<file path="src/rtl/gb_timer_pkg.sv">
// Purpose: shared constants, state encoding and TAC bit-select table for the
//          Game Boy DIV/TIMA/TMA/TAC timer.
// Ports  : none (package).
package gb_timer_pkg;

   localparam int unsigned DATA_W = 8;
   localparam int unsigned ADDR_W = 2;
   localparam int unsigned TAC_W  = 3;
   localparam int unsigned SEL_W  = 4;

   // Register select values (FF04..FF07)
   localparam logic [ADDR_W-1:0] ADDR_DIV  = 2'd0;
   localparam logic [ADDR_W-1:0] ADDR_TIMA = 2'd1;
   localparam logic [ADDR_W-1:0] ADDR_TMA  = 2'd2;
   localparam logic [ADDR_W-1:0] ADDR_TAC  = 2'd3;

   // RUN: normal counting; OVF: TIMA reads 00 pending reload; RELOAD: TMA just loaded
   typedef enum logic [1:0] {
      ST_RUN    = 2'd0,
      ST_OVF    = 2'd1,
      ST_RELOAD = 2'd2
   } state_e;

   // System-counter bit whose falling edge clocks TIMA, selected by TAC[1:0]
   function automatic logic [SEL_W-1:0] tac_bit_sel(input logic [1:0] clk_sel);
      logic [SEL_W-1:0] sel;
      case (clk_sel)
         2'b00:   sel = 4'd9;
         2'b01:   sel = 4'd3;
         2'b10:   sel = 4'd5;
         default: sel = 4'd7;
      endcase
      return sel;
   endfunction

endpackage

</file>
<file path="src/rtl/gb_timer_edge.sv">
// Purpose: TIMA tick mux and falling-edge detector.
// Ports  : i_clk, i_rst_n     - clock, async active-low reset
//          i_ce               - machine-cycle enable
//          i_cnt_nxt          - system counter value after this ce edge
//          i_tac_nxt          - TAC value after this ce edge
//          o_fall_c           - combinational: TIMA increment on this ce edge
module gb_timer_edge
   import gb_timer_pkg::*;
#(
   parameter int unsigned CNT_W = 16
) (
   input  logic               i_clk,
   input  logic               i_rst_n,
   input  logic               i_ce,
   input  logic [CNT_W-1:0]   i_cnt_nxt,
   input  logic [TAC_W-1:0]   i_tac_nxt,
   output logic               o_fall_c
);

   logic r_prev_tick;
   logic w_tick;

   // Tick is taken from post-update counter/TAC so DIV and TAC writes can
   // produce the same spurious falling edges as the original hardware.
   assign w_tick   = i_cnt_nxt[tac_bit_sel(i_tac_nxt[1:0])] & i_tac_nxt[2];
   assign o_fall_c = i_ce & r_prev_tick & ~w_tick;

   always_ff @(posedge i_clk or negedge i_rst_n) begin
      if (!i_rst_n) begin
         r_prev_tick <= 1'b0;
      end else if (i_ce) begin
         r_prev_tick <= w_tick;
      end
   end

endmodule

</file>
<file path="src/rtl/gb_timer.sv">
// Purpose: Game Boy DIV/TIMA/TMA/TAC timer with delayed TIMA reload and IRQ.
// Ports  : clock, reset      - system clock, async active-low reset
//          ce                - machine-cycle enable, qualifies all state changes
//          addr              - register select (DIV, TIMA, TMA, TAC)
//          wr_en, wr_data    - register write strobe and data
//          rd_data           - combinational read of the selected register
//          irq               - one-clock timer interrupt pulse on reload
module gb_timer
   import gb_timer_pkg::*;
#(
   parameter int unsigned CNT_W = 16
) (
   input  logic               clock,
   input  logic               reset,
   input  logic               ce,
   input  logic [ADDR_W-1:0]  addr,
   input  logic               wr_en,
   input  logic [DATA_W-1:0]  wr_data,
   output logic [DATA_W-1:0]  rd_data,
   output logic               irq
);

   logic [CNT_W-1:0]  r_cnt;
   logic [DATA_W-1:0] r_tima;
   logic [DATA_W-1:0] r_tma;
   logic [TAC_W-1:0]  r_tac;
   state_e            r_state;
   logic              r_irq;

   logic              w_wr;
   logic              w_wr_div;
   logic              w_wr_tima;
   logic              w_wr_tma;
   logic              w_wr_tac;
   logic [CNT_W-1:0]  w_cnt_nxt;
   logic [TAC_W-1:0]  w_tac_nxt;
   logic              w_inc;

   // Write decode, only honoured on ce cycles
   assign w_wr      = ce & wr_en;
   assign w_wr_div  = w_wr & (addr == ADDR_DIV);
   assign w_wr_tima = w_wr & (addr == ADDR_TIMA);
   assign w_wr_tma  = w_wr & (addr == ADDR_TMA);
   assign w_wr_tac  = w_wr & (addr == ADDR_TAC);

   // Post-update values feed the edge detector
   assign w_cnt_nxt = w_wr_div ? '0 : r_cnt + CNT_W'(1);
   assign w_tac_nxt = w_wr_tac ? wr_data[TAC_W-1:0] : r_tac;

   gb_timer_edge #(
      .CNT_W (CNT_W)
   ) u_edge (
      .i_clk     (clock),
      .i_rst_n   (reset),
      .i_ce      (ce),
      .i_cnt_nxt (w_cnt_nxt),
      .i_tac_nxt (w_tac_nxt),
      .o_fall_c  (w_inc)
   );

   // Counter, registers and overflow/reload state machine
   always_ff @(posedge clock or negedge reset) begin
      if (!reset) begin
         r_cnt   <= '0;
         r_tima  <= '0;
         r_tma   <= '0;
         r_tac   <= '0;
         r_state <= ST_RUN;
         r_irq   <= 1'b0;
      end else begin
         r_irq <= 1'b0;
         if (ce) begin
            r_cnt <= w_cnt_nxt;
            r_tac <= w_tac_nxt;
            if (w_wr_tma) begin
               r_tma <= wr_data;
            end
            case (r_state)
               ST_RUN: begin
                  if (w_wr_tima) begin
                     r_tima <= wr_data;
                  end else if (w_inc) begin
                     if (r_tima == 8'hFF) begin
                        r_tima  <= '0;
                        r_state <= ST_OVF;
                     end else begin
                        r_tima <= r_tima + 8'd1;
                     end
                  end
               end
               ST_OVF: begin
                  // A CPU write to TIMA here cancels the pending reload
                  if (w_wr_tima) begin
                     r_tima  <= wr_data;
                     r_state <= ST_RUN;
                  end else begin
                     r_tima  <= r_tma;
                     r_irq   <= 1'b1;
                     r_state <= ST_RELOAD;
                  end
               end
               ST_RELOAD: begin
                  // TIMA writes are lost; TMA writes propagate into TIMA
                  if (w_wr_tma) begin
                     r_tima <= wr_data;
                  end
                  r_state <= ST_RUN;
               end
               default: r_state <= ST_RUN;
            endcase
         end
      end
   end

   assign irq = r_irq;

   // Register read mux; unused TAC bits read as ones
   always_comb begin
      rd_data = '0;
      case (addr)
         ADDR_DIV:  rd_data = r_cnt[CNT_W-1 -: DATA_W];
         ADDR_TIMA: rd_data = r_tima;
         ADDR_TMA:  rd_data = r_tma;
         default:   rd_data = {5'b11111, r_tac};
      endcase
   end

endmodule
</file>
<file path="config.mk">
export PLATFORM = sky130hd
export DESIGN_NAME = gb_timer
export DESIGN_NICKNAME = d
export VERILOG_FILES = /design/src/rtl/gb_timer_pkg.sv /design/src/rtl/gb_timer_edge.sv /design/src/rtl/gb_timer.sv
export SDC_FILE = /design/constraint.sdc
export NUM_CORES = 1
export LEC_CHECK = 0
export BUFFER_PORTS_ARGS = -buffer_cell sky130_fd_sc_hd__buf_2
export CAP_MARGIN = 20
export CORE_MARGIN = 2
export CORE_UTILIZATION = 50
export DETAILED_ROUTE_END_ITERATION = 8
export HOLD_SLACK_MARGIN = 0.02
export PLACE_DENSITY = 0.69
export SETUP_SLACK_MARGIN = 0.1
export SLEW_MARGIN = 40
export SYNTH_ARGS = -nofsm -noshare
export SYNTH_HDL_FRONTEND = slang
export SYNTH_SLANG_ARGS = --single-unit
</file>
<file path="constraint.sdc">
create_clock -name clock -period 3.9 [get_ports clock]
set_clock_uncertainty 0.1 [all_clocks]
set_input_delay 0.195 -clock clock [delete_from_list [all_inputs] [get_ports clock]]
set_output_delay 0.195 -clock clock [all_outputs]
set_load 0.05 [all_outputs]
</file>
After elaboration in Yosys (flattened, before gate mapping)
Cells that the tools add are included.
{ "classes": {"add_sub_neg": 2, "n_lt_le_gt_ge": 1, "n_eq_ne": 13, "n_mux": 20, "bitwise": 9, "reduce_logical": 7} }
{ "ops": {"columns": ["op", "n"], "rows": [
  ["8-bit case mux with 3 select lines", 2],
  ["8-bit 2-to-1 mux", 5],
  ["16-bit by 1-bit adder with 16-bit output, second input constant", 1],
  ["16-bit 2-to-1 mux", 1],
  ["4-bit case mux with 3 select lines", 1],
  ["8-bit by 1-bit adder with 8-bit output, second input constant", 1],
  ["1-bit bitwise AND", 8],
  ["2-bit == test, second input constant", 4],
  ["8-bit == test, second input constant", 1],
  ["2-bit 2-to-1 mux", 4],
  ["4-bit AND reduction", 2],
  ["2-bit by 1-bit == test with 1-bit output, second input constant", 3],
  ["2-bit zero test", 3],
  ["2-bit != test, second input constant", 3],
  ["4-bit by 5-bit < comparator with 1-bit output, second input constant", 1],
  ["1-bit binary-select mux with 4-bit select", 1],
  ["1-bit 2-to-1 mux", 4],
  ["2-bit case mux with 2 select lines", 1],
  ["3-bit 2-to-1 mux", 1],
  ["3-bit by 2-bit != test with 1-bit output, second input constant", 1],
  ["3-bit nonzero test", 1],
  ["2-bit by 1-bit != test with 1-bit output, second input constant", 1],
  ["2-bit AND reduction", 1],
  ["1-bit NOT", 1]
]} }
{ "totals": {"reg_bits": 39, "input_bits": 14, "out_inout_bits": 9, "word_cells": 59} }

Depth between registers and ports, before layout
{ "logic_depth": {"ltp_word": 13, "depth_mapped": 9, "mapped_depth_nobuf": 8} }

By module
From an unflattened synthesis, not the netlist that was laid out.
{ "unflattened": {"cells_unflattened": 294, "hier_area_um2": 2728.9} }
{ "by_module_without_submodules": {"columns": ["mod", "instances", "cells_each", "area_each_um2", "seq_area_each_um2"], "rows": [
  ["gb_timer", 1, 285, 2645.0, 950.9],
  ["gb_timer_edge", 1, 9, 83.8, 25.0]
]} }

Least setup slack after synthesis
Ideal clock, no wire load.
{ "synth_path": {"path_type": "register to register", "start": "reg r_cnt[3]", "end": "reg r_tima[2]", "setup_ns": 0.125, "arrival_ns": 2.099, "t_required_ns": 3.675, "slack_ns": 1.576, "stages_incl_launch_ff": 9, "n_path_buf": 1, "synth_period_minus_slack_ns": 2.324, "path_cell_list": "dfrtp_1 > buf_2 > nand4_2 > nor3_2 > xor2_1 > a221oi_1 > o31ai_2 > a31oi_4 > mux2_4"} }
{ "synth_between": {"elab_chain_cells": 9} }
{ "synth_lines": {"columns": ["item", "line_no", "rtl"], "rows": [
  ["from (decl)", "gb_timer.sv:23", "logic [CNT_W-1:0] r_cnt;"],
  ["from (signal assigned)", "gb_timer.sv:73", "r_cnt <= w_cnt_nxt;"],
  ["16-bit by 1-bit adder with 16-bit output", "gb_timer.sv:47", "assign w_cnt_nxt = w_wr_div ? '0 : r_cnt + CNT_W'(1);"],
  ["16-bit 2-to-1 mux", "gb_timer.sv:47", null],
  ["1-bit binary-select mux with 4-bit select", "gb_timer_edge.sv:25", "assign w_tick = i_cnt_nxt[tac_bit_sel(i_tac_nxt[1:0])] & i_tac_nxt[2];"],
  ["1-bit 2-to-1 mux (not written as such)", "gb_timer_edge.sv:25", null],
  ["1-bit bitwise AND", "gb_timer_edge.sv:25", null],
  ["1-bit NOT", "gb_timer_edge.sv:26", "assign o_fall_c = i_ce & r_prev_tick & ~w_tick;"],
  ["1-bit bitwise AND", "gb_timer_edge.sv:26", null],
  ["3-bit by 2-bit != test with 1-bit output (no source line)", null, null],
  ["4-bit AND reduction (no source line)", null, null],
  ["to (signal assigned)", "gb_timer.sv:81", "r_tima <= wr_data;"],
  ["to (signal assigned)", "gb_timer.sv:87", "r_tima <= r_tima + 8'd1;"],
  ["to (signal assigned)", "gb_timer.sv:94", "r_tima <= wr_data;"],
  ["to (decl)", "gb_timer.sv:24", "logic [DATA_W-1:0] r_tima;"]
]} }
Every way passes these cells. The select of a mux whose other input is x is not followed.
A chain may end at the register's enable or synchronous reset.

Worst setup path after layout
{ "layout_path": {"start": "reg r_cnt[3]", "end": "reg r_tima[1]"} }
The elaborated chain is that of the path after synthesis.

==> impl_metrics.yaml <==
run_status:
  status: "complete, no violations"
routing:
  num_vias: 1948
  drc: 0
  ant_nets: 0
  routedWlPerCell_um: 16.49
  viasPerCell: 5.850
  drt_first_pass_iters: 4
  wl_um: 5492
  drtIter0Drc: 155
power:
  power.internal_uw: 995.9
  power_density_nw_per_um2: 554.0
  ir_worst_vdd_v: 0.0002773
  clockPowerShare_pct: 26.2
  p_leak_nw: 1.233
  combPwrFrac_pct: 32.4
  power_frac_seq_pct: 41.5
  switching_share_pct: 35.13
  power_switching_uw: 539.4
timing:
  hold_viol_final: 0
  period_minus_slack_ns: 2.537
  timing.final.crit_share_pct: 65.05
  max_freq_mhz: 394.2
  rsz0062_at_grt: "false"
  tightest_slew_ns: 0.7027
  final_max_slew_viol_count: 0
  hold_ws_ns: 0.06693
  setup_violations: 0
  tns_ns: 0
  relSlewSlack_pct: 52.66
floorplan:
  io_pins: 23
  core_area_um2: 4755
  fp.dieH_um: 74.32
  die-area_um2: 5523
  die_w_um: 74.32
  rows: 25
  start_util_pct: 52.00
yosys:
  synthesis.area_um2: 2472
  ys_types: 49
  ys_async_sr_fraction_pct: 100.0
  synth_edf_count: 0
  synth_ff_type: "dfrtp_1"
  yosys_warnings: 0
  seq_area_frac_synth_pct: 39.47
  synth_fp_nets: 265
  avgSynthCellArea_um2: 10.09
  ys_seq_elements: 39
  syn_inst: 245
cts:
  root_buffer: "clkbuf_8"
  clock_latency_ns: 0.30
  clkTransAtPathRegs_ns: 0.08
  cts_tree: "yes"
  cts.path.max_buffers: 2
  cts_setup_buffers: 0
  cts_buffers: 5
  htreeDepth: 2
  cts_sinks: 39
layout:
  finalNonFillerCells: 333
  nets: 285
  drive_gt1_share_pct: 23.31
  num_antenna_cells: 0
  final_common_cell: "dfrtp_1"
  most-common-layout-cells: "dfrtp_1, nand2_1, nor2_1"
  postLayoutCoreUtil_pct: 58.29
  n_fill_cell: 432
  syn_to_final_growth_pct: 12.10
setup_path:
  crit_path_top_delay_cell: "dfrtp_1"
  critPathMaxStageDelay_ns: 0.47
  cp_cell_sequence: "nand4_2, nor3_2, xor2_1, a221oi_1, o31ai_2, a31oi_4, mux2_4"
  crit_path_start_kind: "flop"
  path_buf_inv: 0
  path_class: "flop to flop"
  cp.required_ns: 3.98
  crit_start: "r_cnt[3]"
  crit_family: "compound AO/OA/AOI/OAI gates"
  path_max_fanout: 8
  reg2reg_from: "r_cnt[3]"
  cp_data_arrival_time_ns: 2.62
  r2r_slack_ns: 1.36
  end_kind: "flop"
global_route:
  grt_overflow: 0
  grt_antenna_before_repair: 0
  grt_pass1_vias: 1774
  grt_max_degree: 40
  groute.usage.overall_pct: 21.91
  grt_first_pass_wirelength_um: 9108
placement:
  dp_cells: 324
  portBuffers: 22
  place.gp.congestion: 0.9705
  dp_hpwl_um: 3958
hold_path:
  min_from: "wr_data[3]"
  hold_path_class: "input port to flop"
job:
  drv_cap: 0
-- synthesized netlist by cell type (2+ instances only) --
master | number | share of area [%]
dfrtp_1 | 39 | 39
nand2_1 | 27 | 4.1
nor2_1 | 22 | 3.3
mux2_2 | 16 | 7.3
xor2_1 | 11 | 3.9
nand3_1 | 10 | 2.0
o21ai_0 | 10 | 2.0
clkbuf_1 | 8 | 1.2
inv_1 | 8 | 1.2
xnor2_1 | 8 | 2.8
a22o_1 | 7 | 2.5
ha_1 | 6 | 3.0
mux2_4 | 6 | 3.6
o22a_1 | 6 | 2.1
nand4_1 | 5 | 1.3
a22oi_1 | 4 | 1.2
mux2i_1 | 4 | 1.6
nor3_1 | 4 | 0.81
o31ai_1 | 4 | 1.2
a222oi_1 | 3 | 1.2
mux4_2 | 3 | 2.7
nand2b_1 | 3 | 0.76
nor2b_1 | 3 | 0.76
a21oi_1 | 2 | 0.40
and3_1 | 2 | 0.51
-- final timing paths --
| check | end | depth (start not counted) |
|---|---|---|
| setup / recovery | r_tima[1] | 7 |
| hold / removal | r_tma[3] | 2 |
| setup reg to reg | r_tima[1] | 7 |
| hold reg to reg | r_tac[2] | 1 |
| max in group asynchronous | r_cnt[12] | 2 |
| min in group asynchronous | r_tac[1] | 2 |
-- final cells by class --
| type | instances | area, um2 | area share (%) |
|---|---|---|---|
| Inverter | 8 | 30.03 | 1.084 |
| Clock buffer | 6 | 72.57 | 2.619 |
| Sequential cell | 39 | 975.9 | 35.21 |
| Tap cell | 67 | 83.83 | 3.025 |
| Multi-Input combinational cell | 187 | 1419 | 51.20 |
| Timing Repair Buffer | 24 | 130.1 | 4.695 |
| Clock inverter | 2 | 60.06 | 2.167 |
-- state kept, by name (all words and copies together), names as in the netlist --
name	count
u_edge.r_prev_tick	1
r_state	2
r_tac	3
r_tma	8
r_cnt	16
r_tima	8
irq	1
-- per-stage QoR --
step / worst slack [ns] / cell area [um2] / total power [mW]
6_report: 1.363 / 2771 / 1.535
5_1_grt: 1.184 / 2771 / 1.627
4_1_cts: 1.359 / 2769 / 1.542
3_5_place_dp: 1.362 / 2626 / 1.133
3_3_place_gp: 1.415 / 2624 / 1.120
2_1_floorplan: 1.576 / 2472 / 1.015
-- worst register-to-register path: stages, from the launching register on --
cell      delay (ns)
dfrtp_1         0.47
nand4_2         0.19
nor3_2          0.26
xor2_1          0.10
a221oi_1        0.42
o31ai_2         0.12
a31oi_4         0.42
mux2_4          0.34
-- routing by layer --
| layer | vias to the layer above | global-route usage, % | part of all wire [%] |
|---|---|---|---|
| li1 | 929 | - | - |
| met1 | 967 | 30.96 | 47 |
| met2 | 45 | 34.23 | 47 |
| met3 | 7 | 4.472 | 4.3 |
| met4 | 0 | 6.548 | 1.2 |
| met5 | - | 0 | 0 |
-- cell families after synthesis --
logic type	after synthesis	share of synthesized area [%]
xor+xnor	19	6.731
fa+ha+maj	6	3.036
compound gates	48	15.44
simple gates	85	16.80
flops	39	39.47
buf+inv	19	3.239
mux	29	15.28
-- power by group through the flow --
stage               Sequential (mW)  Clock [mW]  Combinational [mW]
floorplan                     0.595           0               0.420
global placement              0.635           0               0.485
detailed placement            0.638           0               0.494
CTS                           0.633       0.410               0.498
global route                  0.651       0.426               0.550
finish                        0.637       0.402               0.497
-- what timing repair did --
item / in CTS / in global routing
gates resized for setup: 0 / 0
hold buffers: 1 / 0
hold endpoints to repair: 39 / 0
No activity file was read; power rests on OpenSTA's default activity.
